### config.mk
export PLATFORM = sky130hd
export DESIGN_NAME = fp_minmax_pipe
export DESIGN_NICKNAME = d
export VERILOG_FILES = /design/src/rtl/fp_minmax_pipe.sv
export SDC_FILE = /design/constraint.sdc
export NUM_CORES = 1
export LEC_CHECK = 0
export BUFFER_PORTS_ARGS = -buffer_cell sky130_fd_sc_hd__clkbuf_2
export CORE_ASPECT_RATIO = 1.4
export CORE_MARGIN = 5
export CORE_UTILIZATION = 35
export DETAILED_ROUTE_END_ITERATION = 12
export GPL_ROUTABILITY_DRIVEN = 0
export GPL_TIMING_DRIVEN = 1
export SLEW_MARGIN = 40
export SYNTH_ARGS = -nofsm -noshare
export SYNTH_HDL_FRONTEND = slang
export SYNTH_SLANG_ARGS = --single-unit
export TNS_END_PERCENT = 1
### constraint.sdc
create_clock -name clk -period 2 [get_ports clk]
set_input_delay 0.1 -clock clk [delete_from_list [all_inputs] [get_ports clk]]
set_output_delay 0.1 -clock clk [all_outputs]
set_load 0.1 [all_outputs]
### src/rtl/fp_minmax_pipe.sv
// rtl/fp_minmax_pipe.sv - pipelined IEEE-754 minimumNumber/maximumNumber unit with valid/ready handshake
// Ports:
//   clk, rst            single clock, asynchronous active-high reset
//   in_valid/in_ready   input handshake; in_ready follows the pipeline advance signal
//   a, b, op_max        operands and select (0 = min, 1 = max)
//   in_tag / out_tag    opaque sideband tag carried alongside each operation
//   out_valid/out_ready output handshake
//   res, status         selected/canonical result and flags {NV,DZ,OF,UF,NX}
module fp_minmax_pipe #(
   parameter int SIGN_W = 1,
   parameter int EXPO_W = 8,
   parameter int MANT_W = 23,
   parameter int LAT    = 2,
   parameter int TAG_W  = 4
) (
   input  logic                            clk,
   input  logic                            rst,
   input  logic                            in_valid,
   output logic                            in_ready,
   input  logic [SIGN_W+EXPO_W+MANT_W-1:0] a,
   input  logic [SIGN_W+EXPO_W+MANT_W-1:0] b,
   input  logic                            op_max,
   input  logic [TAG_W-1:0]                in_tag,
   output logic                            out_valid,
   input  logic                            out_ready,
   output logic [SIGN_W+EXPO_W+MANT_W-1:0] res,
   output logic [4:0]                      status,
   output logic [TAG_W-1:0]                out_tag
);

   localparam int W   = SIGN_W + EXPO_W + MANT_W;
   localparam int MAG = EXPO_W + MANT_W;
   localparam logic [W-1:0] QNAN = {{SIGN_W{1'b0}}, {EXPO_W{1'b1}}, 1'b1, {(MANT_W-1){1'b0}}};

   // Stage-0 classification, ordering and selection
   logic           a_sign, b_sign;
   logic [MAG-1:0] a_mag, b_mag;
   logic           a_nan, b_nan, a_snan, b_snan;
   logic           a_lt_b, b_lt_a, pick_b;
   logic [W-1:0]   s0_res;
   logic [4:0]     s0_status;

   always_comb begin
      a_sign = a[W-1];
      b_sign = b[W-1];
      a_mag  = a[MAG-1:0];
      b_mag  = b[MAG-1:0];
      a_nan  = (&a[MAG-1:MANT_W]) && (|a[MANT_W-1:0]);
      b_nan  = (&b[MAG-1:MANT_W]) && (|b[MANT_W-1:0]);
      a_snan = a_nan && !a[MANT_W-1];
      b_snan = b_nan && !b[MANT_W-1];

      // Differing signs: the negative operand is smaller, which also orders -0 below +0.
      // Same sign: magnitude order, reversed when both are negative.
      if (a_sign != b_sign) begin
         a_lt_b = a_sign;
         b_lt_a = b_sign;
      end else if (!a_sign) begin
         a_lt_b = a_mag < b_mag;
         b_lt_a = b_mag < a_mag;
      end else begin
         a_lt_b = a_mag > b_mag;
         b_lt_a = b_mag > a_mag;
      end

      // b is chosen only when strictly better, so ties (including equal infinities) return a
      pick_b = op_max ? a_lt_b : b_lt_a;

      if (a_nan && b_nan) begin
         s0_res = QNAN;
      end else if (a_nan) begin
         s0_res = b;
      end else if (b_nan) begin
         s0_res = a;
      end else begin
         s0_res = pick_b ? b : a;
      end

      s0_status = {a_snan || b_snan, 4'b0000};
   end

   // Pipeline: stage 0 captures the computed result, later stages are pure delay
   logic [LAT-1:0] valid_q, valid_d;
   logic [W-1:0]   res_q    [LAT];
   logic [W-1:0]   res_d    [LAT];
   logic [4:0]     status_q [LAT];
   logic [4:0]     status_d [LAT];
   logic [TAG_W-1:0] tag_q  [LAT];
   logic [TAG_W-1:0] tag_d  [LAT];
   logic           adv;

   assign out_valid = valid_q[LAT-1];
   assign res       = res_q[LAT-1];
   assign status    = status_q[LAT-1];
   assign out_tag   = tag_q[LAT-1];
   // Whole pipe freezes only when the final stage holds a result the consumer refuses
   assign adv       = !(out_valid && !out_ready);
   assign in_ready  = adv;

   always_comb begin
      valid_d = valid_q;
      for (int i = 0; i < LAT; i++) begin
         res_d[i]    = res_q[i];
         status_d[i] = status_q[i];
         tag_d[i]    = tag_q[i];
      end
      if (adv) begin
         valid_d[0]  = in_valid;
         res_d[0]    = s0_res;
         status_d[0] = s0_status;
         tag_d[0]    = in_tag;
         for (int i = 1; i < LAT; i++) begin
            valid_d[i]  = valid_q[i-1];
            res_d[i]    = res_q[i-1];
            status_d[i] = status_q[i-1];
            tag_d[i]    = tag_q[i-1];
         end
      end
   end

   always_ff @(posedge clk or posedge rst) begin
      if (rst) begin
         valid_q <= '0;
         for (int i = 0; i < LAT; i++) begin
            res_q[i]    <= '0;
            status_q[i] <= '0;
            tag_q[i]    <= '0;
         end
      end else begin
         valid_q <= valid_d;
         for (int i = 0; i < LAT; i++) begin
            res_q[i]    <= res_d[i];
            status_q[i] <= status_d[i];
            tag_q[i]    <= tag_d[i];
         end
      end
   end

endmodule

==> results.toml, run 1 <==
[global_routing]
antenna_found_initial = 1
grt_pass1_vias = 4894
grt.overflow.total = 0
grt_pass1_wl_microns = 23700
track_usage = 0.174
grt_max_degree = 67

[synthesis]
synthCells = 576
synth_cell_types = 46
ys_ff_latch = 76
post-synth-top-area-cell = "dfrtp_1"
synth_edf_count = 0
netlist_top_cells_area = "dfrtp_1, nand2_1, ha_1"
synthFlopType = "dfrtp_1"
ys_seq_area_frac = 0.385
avgSynthCellArea_sq_um = 8.58
synth_area_sq_mm = 0.00494
synth_top_area_frac = 0.385
synth_warnings = 0
synthArstFlopShare = 1.00

[place]
io_buffers = 111
placed_cells = 890
dp_hpwl_microns = 11200

[sta]
hold_viol = 0
rsz0062_at_grt = "yes"
tightest_slew_ps = 717
fin_worst_skew_ps = 7.77
max_freq_mhz = 489
slew_violations = 0
layout_worst_path_cycle_share = 1.02
fin_ws_ps = -45.7
setup_viol = 23
max_slew_margin = 0.521
timing.final.crit_period_ps = 2050
hold_ws_ps = 65.5

[route]
ant_nets = 0
wirelength_microns = 14600
viasPerCell = 5.05
drt_first_pass_iters = 4
drtIter0Drc = 159
vias = 4621
remaining_drc_errors = 0
wire_per_inst_microns = 16.0

[cts]
tritoncts = "built"
cts_max_level = 3
clk_latency_ps = 340
clk_pin_slew_ps = 60
ctsLongestPathBuffers = 2
cts_root_buffer = "clkbuf_16"
cts_buffers = 9
cts.sinks = 76

[floorplan]
fp.dieH_microns = 151
core_area_sq_mm = 0.0139
initial_core_util = 0.355
dieArea_sq_mm = 0.0166
pin_count = 116
die_x_microns = 110
num_rows = 51

[final_layout]
fin_util = 0.491
drive_above_1_share = 0.398
final_common_cell = "nand2_1"
fin_cells = 915
areaGrowthSynthToFinish_pct = 38.2
most-common-layout-cells = "nand2_1, clkbuf_2, buf_4, dfrtp_1, inv_1"
fin_nets = 828
multi_input_area_sq_mm = 0.00273
regArea_sq_mm = 0.00190
fill_cells = 1369

[pwr]
p_per_area_mw_per_mm2 = 1030
p_comb_frac = 0.437
seq_power_share = 0.296
switching_power_mw = 3.14
power_leakage_nw = 3.38
intPower_mw = 3.88
swShare = 0.448
vdd_drop_max_mv = 0.494
pwr-share-clk = 0.267

[critical_path]
cp-end-kind = "register"
arrival_ps = 2270
r2r_cells = 5
timing.rr.end = "res_q[34]"
critPathRequiredTime_ps = 2230
start_kind = "input pin"
path_max_fanout = 10
r2r_start = "valid_q[1]"
critPathKind = "input pin to register"
regToRegSetupSlack_ps = 410

[run]
cap_violations = 0

[worst_hold_path]
min_to = "res_q[63]"
worstHoldPathType = "input pin to register"
hold_start = "b[31]"
whs_path_depth = 3

[status]
violations = "negative setup slack"
outcome = "finished with violations"
-- registers in the layout (all words and copies together), names as in the netlist --
name and cells:
res 32, res_q 32, out_tag 4, tag_q 4, valid_q 2, status 1
status_q 1
-- layout make-up --
class / count / share of cell area
multi-input combinational: 374 / 0.400
clock inverter: 7 / 0.0181
antenna: 1 / 0.000366
clock buffer: 9 / 0.0330
timing repair buffer: 207 / 0.205
sequential: 76 / 0.279
tap: 185 / 0.0339
inverter: 56 / 0.0317
-- worst max-delay path: stages --
cell	delay [ps]
buf_4	130
inv_4	50
ha_4	200
a211oi_2	220
nor2_1	80
o31ai_2	290
buf_4	170
a21oi_2	60
or3_4	360
o21a_4	230
buf_12	150
o311ai_2	230
-- layer usage --
layer / wire (microns) / GRT usage / vias to the layer above
met5: 0 / 0 / -
met4: 385 / 0.0690 / 0
met3: 691 / 0.0350 / 25
met2: 7700 / 0.316 / 127
met1: 5840 / 0.201 / 2214
li1: - / - / 2255
-- logic make-up (layout without fill, tap and decap cells) --
logic type	count (synthesis)	after routing	share of synthesized area
AO/OA/AOI/OAI	109	109	0.203
XOR/XNOR	2	2	0.00354
adder cells (fa/ha/maj)	31	31	0.0785
buffers and inverters	129	279	0.134
flip-flops	76	76	0.385
other	1	5	0.000759
AND/OR/NAND/NOR	228	228	0.196
-- repair_timing --
| action | 4_1_cts | 5_1_grt |
|---|---|---|
| setup buffers | 1 | 1 |
| pin swaps | 10 | 5 |
| hold buffers | 6 | 0 |
| setup endpoints to repair | 32 | 32 |
| endpoints found under the hold margin | 33 | 0 |
| gates resized for setup | 23 | 29 |
-- Yosys cell counts, types with 2 or more instances --
| cell type | n |
|---|---|
| nand2_1 | 168 |
| dfrtp_1 | 76 |
| inv_1 | 54 |
| buf_4 | 42 |
| ha_1 | 31 |
| o2111ai_1 | 23 |
| clkbuf_1 | 22 |
| o311ai_2 | 20 |
| a21oi_1 | 14 |
| nor2_1 | 14 |
| nand4_1 | 12 |
| nor3_1 | 12 |
| nor4_1 | 11 |
| a22oi_1 | 9 |
| a31oi_1 | 9 |
| o211ai_1 | 9 |
| buf_2 | 4 |
| o21ai_1 | 4 |
| buf_1 | 3 |
| nand3_1 | 3 |
| o21a_1 | 3 |
| o21ai_0 | 3 |
| o311ai_1 | 3 |
| a211oi_2 | 2 |
| buf_6 | 2 |
| nand2b_1 | 2 |
| xnor2_1 | 2 |
-- per-stage QoR --
step	total power [mW]	cell area, sq um	worst slack (ps)	TNS (ps)
3_5_place_dp	5.04	6070	-524	-15460
2_1_floorplan	4.58	4960	-184	-4670
6_report	7.02	6830	-45.7	-523
4_1_cts	6.99	6650	1.87	0
3_3_place_gp	4.99	6070	-504	-15180
5_1_grt	7.32	6830	-161	-2880
-- worst max-delay path by stage --
stage,from,slack (ps),endpoint,cells after the start
6_report,a[4],-50,res_q[52],12
5_1_grt,a[18],-160,res_q[52],11
4_1_cts,a[29],2,res_q[42],11
3_5_place_dp,a[13],-520,res_q[43],12
3_3_place_gp,a[13],-500,res_q[44],12
2_1_floorplan,a[29],-180,res_q[32],11
-- power by group through the flow --
stage | sequential (mW) | combinational, mW | clock, mW
finish | 2.08 | 3.07 | 1.88
global route | 2.11 | 3.24 | 1.97
CTS | 2.08 | 3.01 | 1.90
detailed placement | 2.10 | 2.94 | 0
global placement | 2.09 | 2.90 | 0
floorplan | 2.07 | 2.52 | 0
Note: power is estimated with default switching activity, not from simulation.
==> inputs of run 2 (changes only) <==
--- a/config.mk
+++ b/config.mk
@@ -12,6 +12,7 @@
 export DETAILED_ROUTE_END_ITERATION = 12
 export GPL_ROUTABILITY_DRIVEN = 0
 export GPL_TIMING_DRIVEN = 1
+export RECOVER_POWER = 100
 export SLEW_MARGIN = 40
 export SYNTH_ARGS = -nofsm -noshare
 export SYNTH_HDL_FRONTEND = slang
==> run 2 against run 1 <==
Against the previous run:
- the run still ends with negative setup slack left
- final area decreased by 1.3%
- sequential power about the same
- die area unchanged
==> results.toml, run 2 (same netlist as run 1, synthesis figures left out) <==
[sta]
tightest_slew_ps = 1440
max_freq_mhz = 488
rsz0062_at_grt = "yes"
timing.final.crit_period_ps = 2050
setup_viol = 23
hold_viol = 0
hold_ws_ps = 64.3
slew_violations = 0
max_slew_margin = 0.0356
fin_worst_skew_ps = 5.62
fin_ws_ps = -48.1
layout_worst_path_cycle_share = 1.02

[route]
vias = 4616
remaining_drc_errors = 0
drt_first_pass_iters = 4
ant_nets = 0
viasPerCell = 5.04
dr.max_layer_used = "met4"
wire_per_inst_microns = 16.0
met1Wirelength_microns = 5800
wirelength_microns = 14600
drtIter0Drc = 154
wl_met3_microns = 760
met2_length_microns = 7630

[worst_hold_path]
whs_path_depth = 3
min_to = "res_q[63]"
worstHoldPathType = "input pin to register"
hold_start = "b[31]"

[place]
io_buffers = 111
pre_cts_slack_ps = -524
dp_hpwl_microns = 11200

[global_routing]
antenna_found_initial = 1
grt_max_degree = 67
track_usage = 0.174
grt_pass1_vias = 4894
grt_pass1_wl_microns = 23700
grt.overflow.total = 0

[final_layout]
fill_cells = 1404
fin_util = 0.485
drive_above_1_share = 0.342
most-common-layout-cells = "nand2_1, buf_4, dfrtp_1, clkbuf_2, inv_1"
final_common_cell = "nand2_1"
fin_nets = 828
areaGrowthSynthToFinish_pct = 36.4

[critical_path]
critPathRequiredTime_ps = 2230
cp-end-kind = "register"
arrival_ps = 2280
critPathKind = "input pin to register"
regToRegSetupSlack_ps = 290
start_kind = "input pin"
path_max_fanout = 10
r2r_start = "valid_q[1]"
timing.rr.end = "res_q[34]"
r2r_cells = 5

[cts]
ctsLongestPathBuffers = 2
cts.sinks = 76
tritoncts = "built"
cts_max_level = 3
clk_pin_slew_ps = 60
cts_buffers = 9
clk_latency_ps = 340
cts_root_buffer = "clkbuf_16"

[pwr]
vdd_drop_max_mv = 0.493
p_per_area_mw_per_mm2 = 1030
power_leakage_nw = 3.25

[floorplan]
num_rows = 51
initial_core_util = 0.355
core_area_sq_mm = 0.0139
die_x_microns = 110
pin_count = 116
dieArea_sq_mm = 0.0166
fp.dieH_microns = 151

[run]
cap_violations = 0

[status]
outcome = "finished with violations"
violations = "negative setup slack"
[run 2: changes by cell type in the layout (fill, tap and decap cells not counted), sizes merged]
cell / delta
buf: -2
clkbuf: +2
[run 2: what timing repair did]
| item | CTS | global route |
|---|---|---|
| buffers inserted | 1 | 1 |
| gates resized for setup | 23 | 29 |
| hold buffers | 6 | 0 |
| pin swaps | 10 | 5 |
| hold endpoints to repair | 33 | 0 |
| setup endpoints to repair | 32 | 32 |
[run 2: metrics by stage]
step	instance area, sq um	TNS, ps	instances	total power, mW
floorplan	4960	-4670	579	4.58
global placement	6070	-15180	890	4.99
detailed placement	6070	-15460	890	5.04
CTS	6650	0	913	6.99
global route	6740	-2880	915	7.25
finish	6740	-526	915	6.96
[run 2: where the power goes]
| group | switching [mW] | internal, mW |
|---|---|---|
| Sequential | 0.190 | 1.88 |
| Clock | 0.655 | 1.23 |
| Combinational | 2.30 | 0.702 |
[run 2: metal layers]
layer,vias to the layer above,track usage
met5,-,0
met4,0,0.0690
met3,29,0.0350
met2,134,0.316
met1,2197,0.201
li1,2256,-
[run 2: how the worst max path moves through the flow]
stage / startpoint / end / slack, ps / cells past startpoint
5_1_grt: a[18] / res_q[52] / -160 / 11
4_1_cts: a[29] / res_q[42] / 2 / 11
2_1_floorplan: a[29] / res_q[32] / -180 / 11
6_report: a[4] / res_q[52] / -50 / 12
3_3_place_gp: a[13] / res_q[44] / -500 / 12
3_5_place_dp: a[13] / res_q[43] / -520 / 12
[run 2: cell type report]
cell class	count	area, sq um	area share
clock inverter	7	124	0.0184
tap	185	231	0.0343
sequential	76	1900	0.282
timing repair buffer	207	1320	0.196
multi-input combinational	374	2720	0.403
clock buffer	9	225	0.0334
inverter	56	214	0.0317
antenna	1	2.50	0.000371
[run 2: worst max-delay path, cell delays in order]
cell      delay [ps]
buf_4            130
inv_4             50
ha_4             200
a211oi_2         220
nor2_1            80
o31ai_2          290
buf_4            170
a21oi_2           60
or3_4            360
o21a_4           230
buf_12           150
o311ai_2         230
==> inputs of run 3 (changes only) <==
--- a/config.mk
+++ b/config.mk
@@ -5,6 +5,7 @@
 export SDC_FILE = /design/constraint.sdc
 export NUM_CORES = 1
 export LEC_CHECK = 0
+export ABC_AREA = 1
 export BUFFER_PORTS_ARGS = -buffer_cell sky130_fd_sc_hd__clkbuf_2
 export CORE_ASPECT_RATIO = 1.4
 export CORE_MARGIN = 5
==> run 3 against run 2 <==
Against the previous run:
- the flow now finishes without violations
- clock power shrank 9%
- first-iteration DRC count increased by 53%
- critical path depth increased by 9
- sequential cell count did not move
- combinational power is 11% lower
- die area is 1.4% lower
- final area down 5.2%
- utilization shrank 2.1 points
- critical endpoint is now res_q[57]
==> results.toml, run 3 <==
[critical_path]
regToRegSetupSlack_ps = 440
path_max_fanout = 6
startpoint = "a[10]"
critPathKind = "input pin to register"
critPathRequiredTime_ps = 2220
crit_top_cell = "nand2_1"
start_kind = "input pin"
slowest_stage = "ha_4"
cp-end-kind = "register"
crit_chain = "clkbuf_2, inv_2, ha_4, nand2_1, inv_2, nand3_2, nor2_4, nand2_1, nand2_2, nand2_1, nand2_2, nand2_1, nand2_1, nand2_1, nand2_2, nand3_4, buf_12, nand3_1, nand2_1, nor2_1, nor2_1"
arrival_ps = 2060
r2r_start = "valid_q[1]"
r2r_cells = 5
cpPeakStageDelay_ps = 260
timing.rr.end = "res_q[44]"

[final_layout]
antenna-diode-count = 0
regArea_sq_mm = 0.00190
drive_above_1_share = 0.259
areaGrowthSynthToFinish_pct = 31.3
fin_cells = 996
fin_nets = 910
fill_cells = 1466
final_common_cell = "nand2_1"
most-common-layout-cells = "nand2_1, inv_1, dfrtp_1, clkbuf_2, buf_4"
multi_input_area_sq_mm = 0.00237
fin_util = 0.464

[status]
outcome = "finished clean"

[sta]
fin_ws_ps = 156
tightest_slew_ps = 1460
setup_viol = 0
timing.final.crit_period_ps = 1840
slew_violations = 0
hold_ws_ps = 7.89
fin_worst_skew_ps = 6.16
layout_worst_path_cycle_share = 0.922
max_freq_mhz = 542
hold_viol = 0
max_slew_margin = 0.0256

[place]
dp_hpwl_microns = 9650
pre_cts_slack_ps = -272
placed_cells = 968
io_buffers = 111

[synthesis]
synthArstFlopShare = 1.00
synth_warnings = 0
synth_edf_count = 0
avgSynthCellArea_sq_um = 7.32
yosysMostFrequentCell = "nand2_1"
synth_area_sq_mm = 0.00487
synth_top_cells_by_count = "nand2_1, inv_1, dfrtp_1, nand3_1, buf_4"
netlist_top_cells_area = "dfrtp_1, nand2_1, ha_1"
ys_ff_latch = 76
synthFlopType = "dfrtp_1"
synth_cell_types = 30
synthCells = 665
synth_top_area_frac = 0.391
post-synth-top-area-cell = "dfrtp_1"
ys_seq_area_frac = 0.391

[route]
ant_nets = 0
vias = 4362
drt_first_pass_iters = 5
remaining_drc_errors = 0
viasPerCell = 4.38
wirelength_microns = 12600
wire_per_inst_microns = 12.7
drtIter0Drc = 235

[cts]
cts_buffers = 9
cts_root_buffer = "clkbuf_16"
clk_latency_ps = 330
cts_max_level = 3
tritoncts = "built"
ctsLongestPathBuffers = 2
cts.sinks = 76
clk_pin_slew_ps = 60

[global_routing]
grt_pass1_vias = 4165
grt_max_degree = 58
grt.overflow.total = 0
antenna_found_initial = 0
grt_pass1_wl_microns = 20100
track_usage = 0.154

[pwr]
swShare = 0.445
report.power.total_mw = 6.42
power_leakage_nw = 3.47
vdd_drop_max_mv = 0.446
switching_power_mw = 2.86
intPower_mw = 3.57
p_comb_frac = 0.418
seq_power_share = 0.314
p_per_area_mw_per_mm2 = 1010
pwr-share-clk = 0.268

[floorplan]
num_rows = 51
dieArea_sq_mm = 0.0164
core_area_sq_mm = 0.0138
fp.dieH_microns = 150
pin_count = 116
die_x_microns = 110
initial_core_util = 0.353

[worst_hold_path]
hold_start = "in_tag[0]"
worstHoldPathType = "input pin to register"
min_to = "tag_q[4]"
whs_path_depth = 3

[run]
cap_violations = 0
[run 3: changes by cell type after synthesis, moves of 9 or more]
cell | before | now
nand2_1 | 168 | 229
o311ai_2 | 20 | 0
o211ai_1 | 9 | 0
o2111ai_1 | 23 | 1
o21ai_0 | 3 | 14
inv_1 | 54 | 81
a22oi_1 | 9 | 0
nand3_1 | 3 | 49
nor2_1 | 14 | 38
[run 3: metrics by stage]
stage               TNS (ps)  instance area (sq um)
finish                     0                   6390
global route           -10.8                   6390
detailed placement     -7190                   5830
floorplan              -4540                   4880
CTS                        0                   6190
global placement       -6340                   5830
[run 3: per-layer routing]
layer  up-vias  track usage  share of wire
li1       2340            -              -
met1      1920        0.219           0.47
met2        89        0.237           0.48
met3        13       0.0255          0.031
met4         0       0.0524          0.016
met5         -            0              0
[run 3: logic make-up (layout without fill, tap and decap cells)]
kind of cell / Yosys count / count (layout) / synth area share
AOI/OAI and AO/OA: 60 / 60 / 0.0702
and+or+nand+nor: 346 / 347 / 0.300
buffers and inverters: 150 / 292 / 0.157
other: 1 / 4 / 0.000770
adders and majority gates: 32 / 32 / 0.0817
DFF: 76 / 76 / 0.391
[run 3: worst max path at each step]
stage                           end  depth (start not counted)
after floorplan              res[0]                          7
after global placement    res_q[34]                         19
after detailed placement  res_q[39]                         18
after CTS                 res_q[44]                         20
after global routing      res_q[55]                         21
final                     res_q[57]                         21
[run 3: timing repair]
| action | 4_1_cts | 5_1_grt |
|---|---|---|
| hold buffers | 5 | 0 |
| setup endpoints to repair | 0 | 30 |
| hold endpoints to repair | 40 | 0 |
| resized for setup | 0 | 32 |
| buffers inserted | 0 | 1 |
[run 3: power by group through the flow]
stage                     logic (mW)  registers (mW)  clock network, mW
after CTS                       2.64            2.02               1.76
after global routing            2.89            2.06               1.83
final                           2.68            2.02               1.72
after floorplan                 2.31            2.02                  0
after detailed placement        2.62            2.05                  0
after global placement          2.61            2.04                  0
[run 3: cell type report]
class | count | area share
Clock buffer | 12 | 0.0386
Clock inverter | 4 | 0.0114
Inverter | 81 | 0.0476
Multi-Input combinational cell | 443 | 0.371
Sequential cell | 76 | 0.298
Tap cell | 185 | 0.0362
Timing Repair Buffer | 195 | 0.198
[run 3: critical path, delay by kind of cell]
kind,cells,cell delay [ps]
adder cells (fa/ha/maj),1,260
AND/OR/NAND/NOR,16,1300
buffers and inverters,4,420
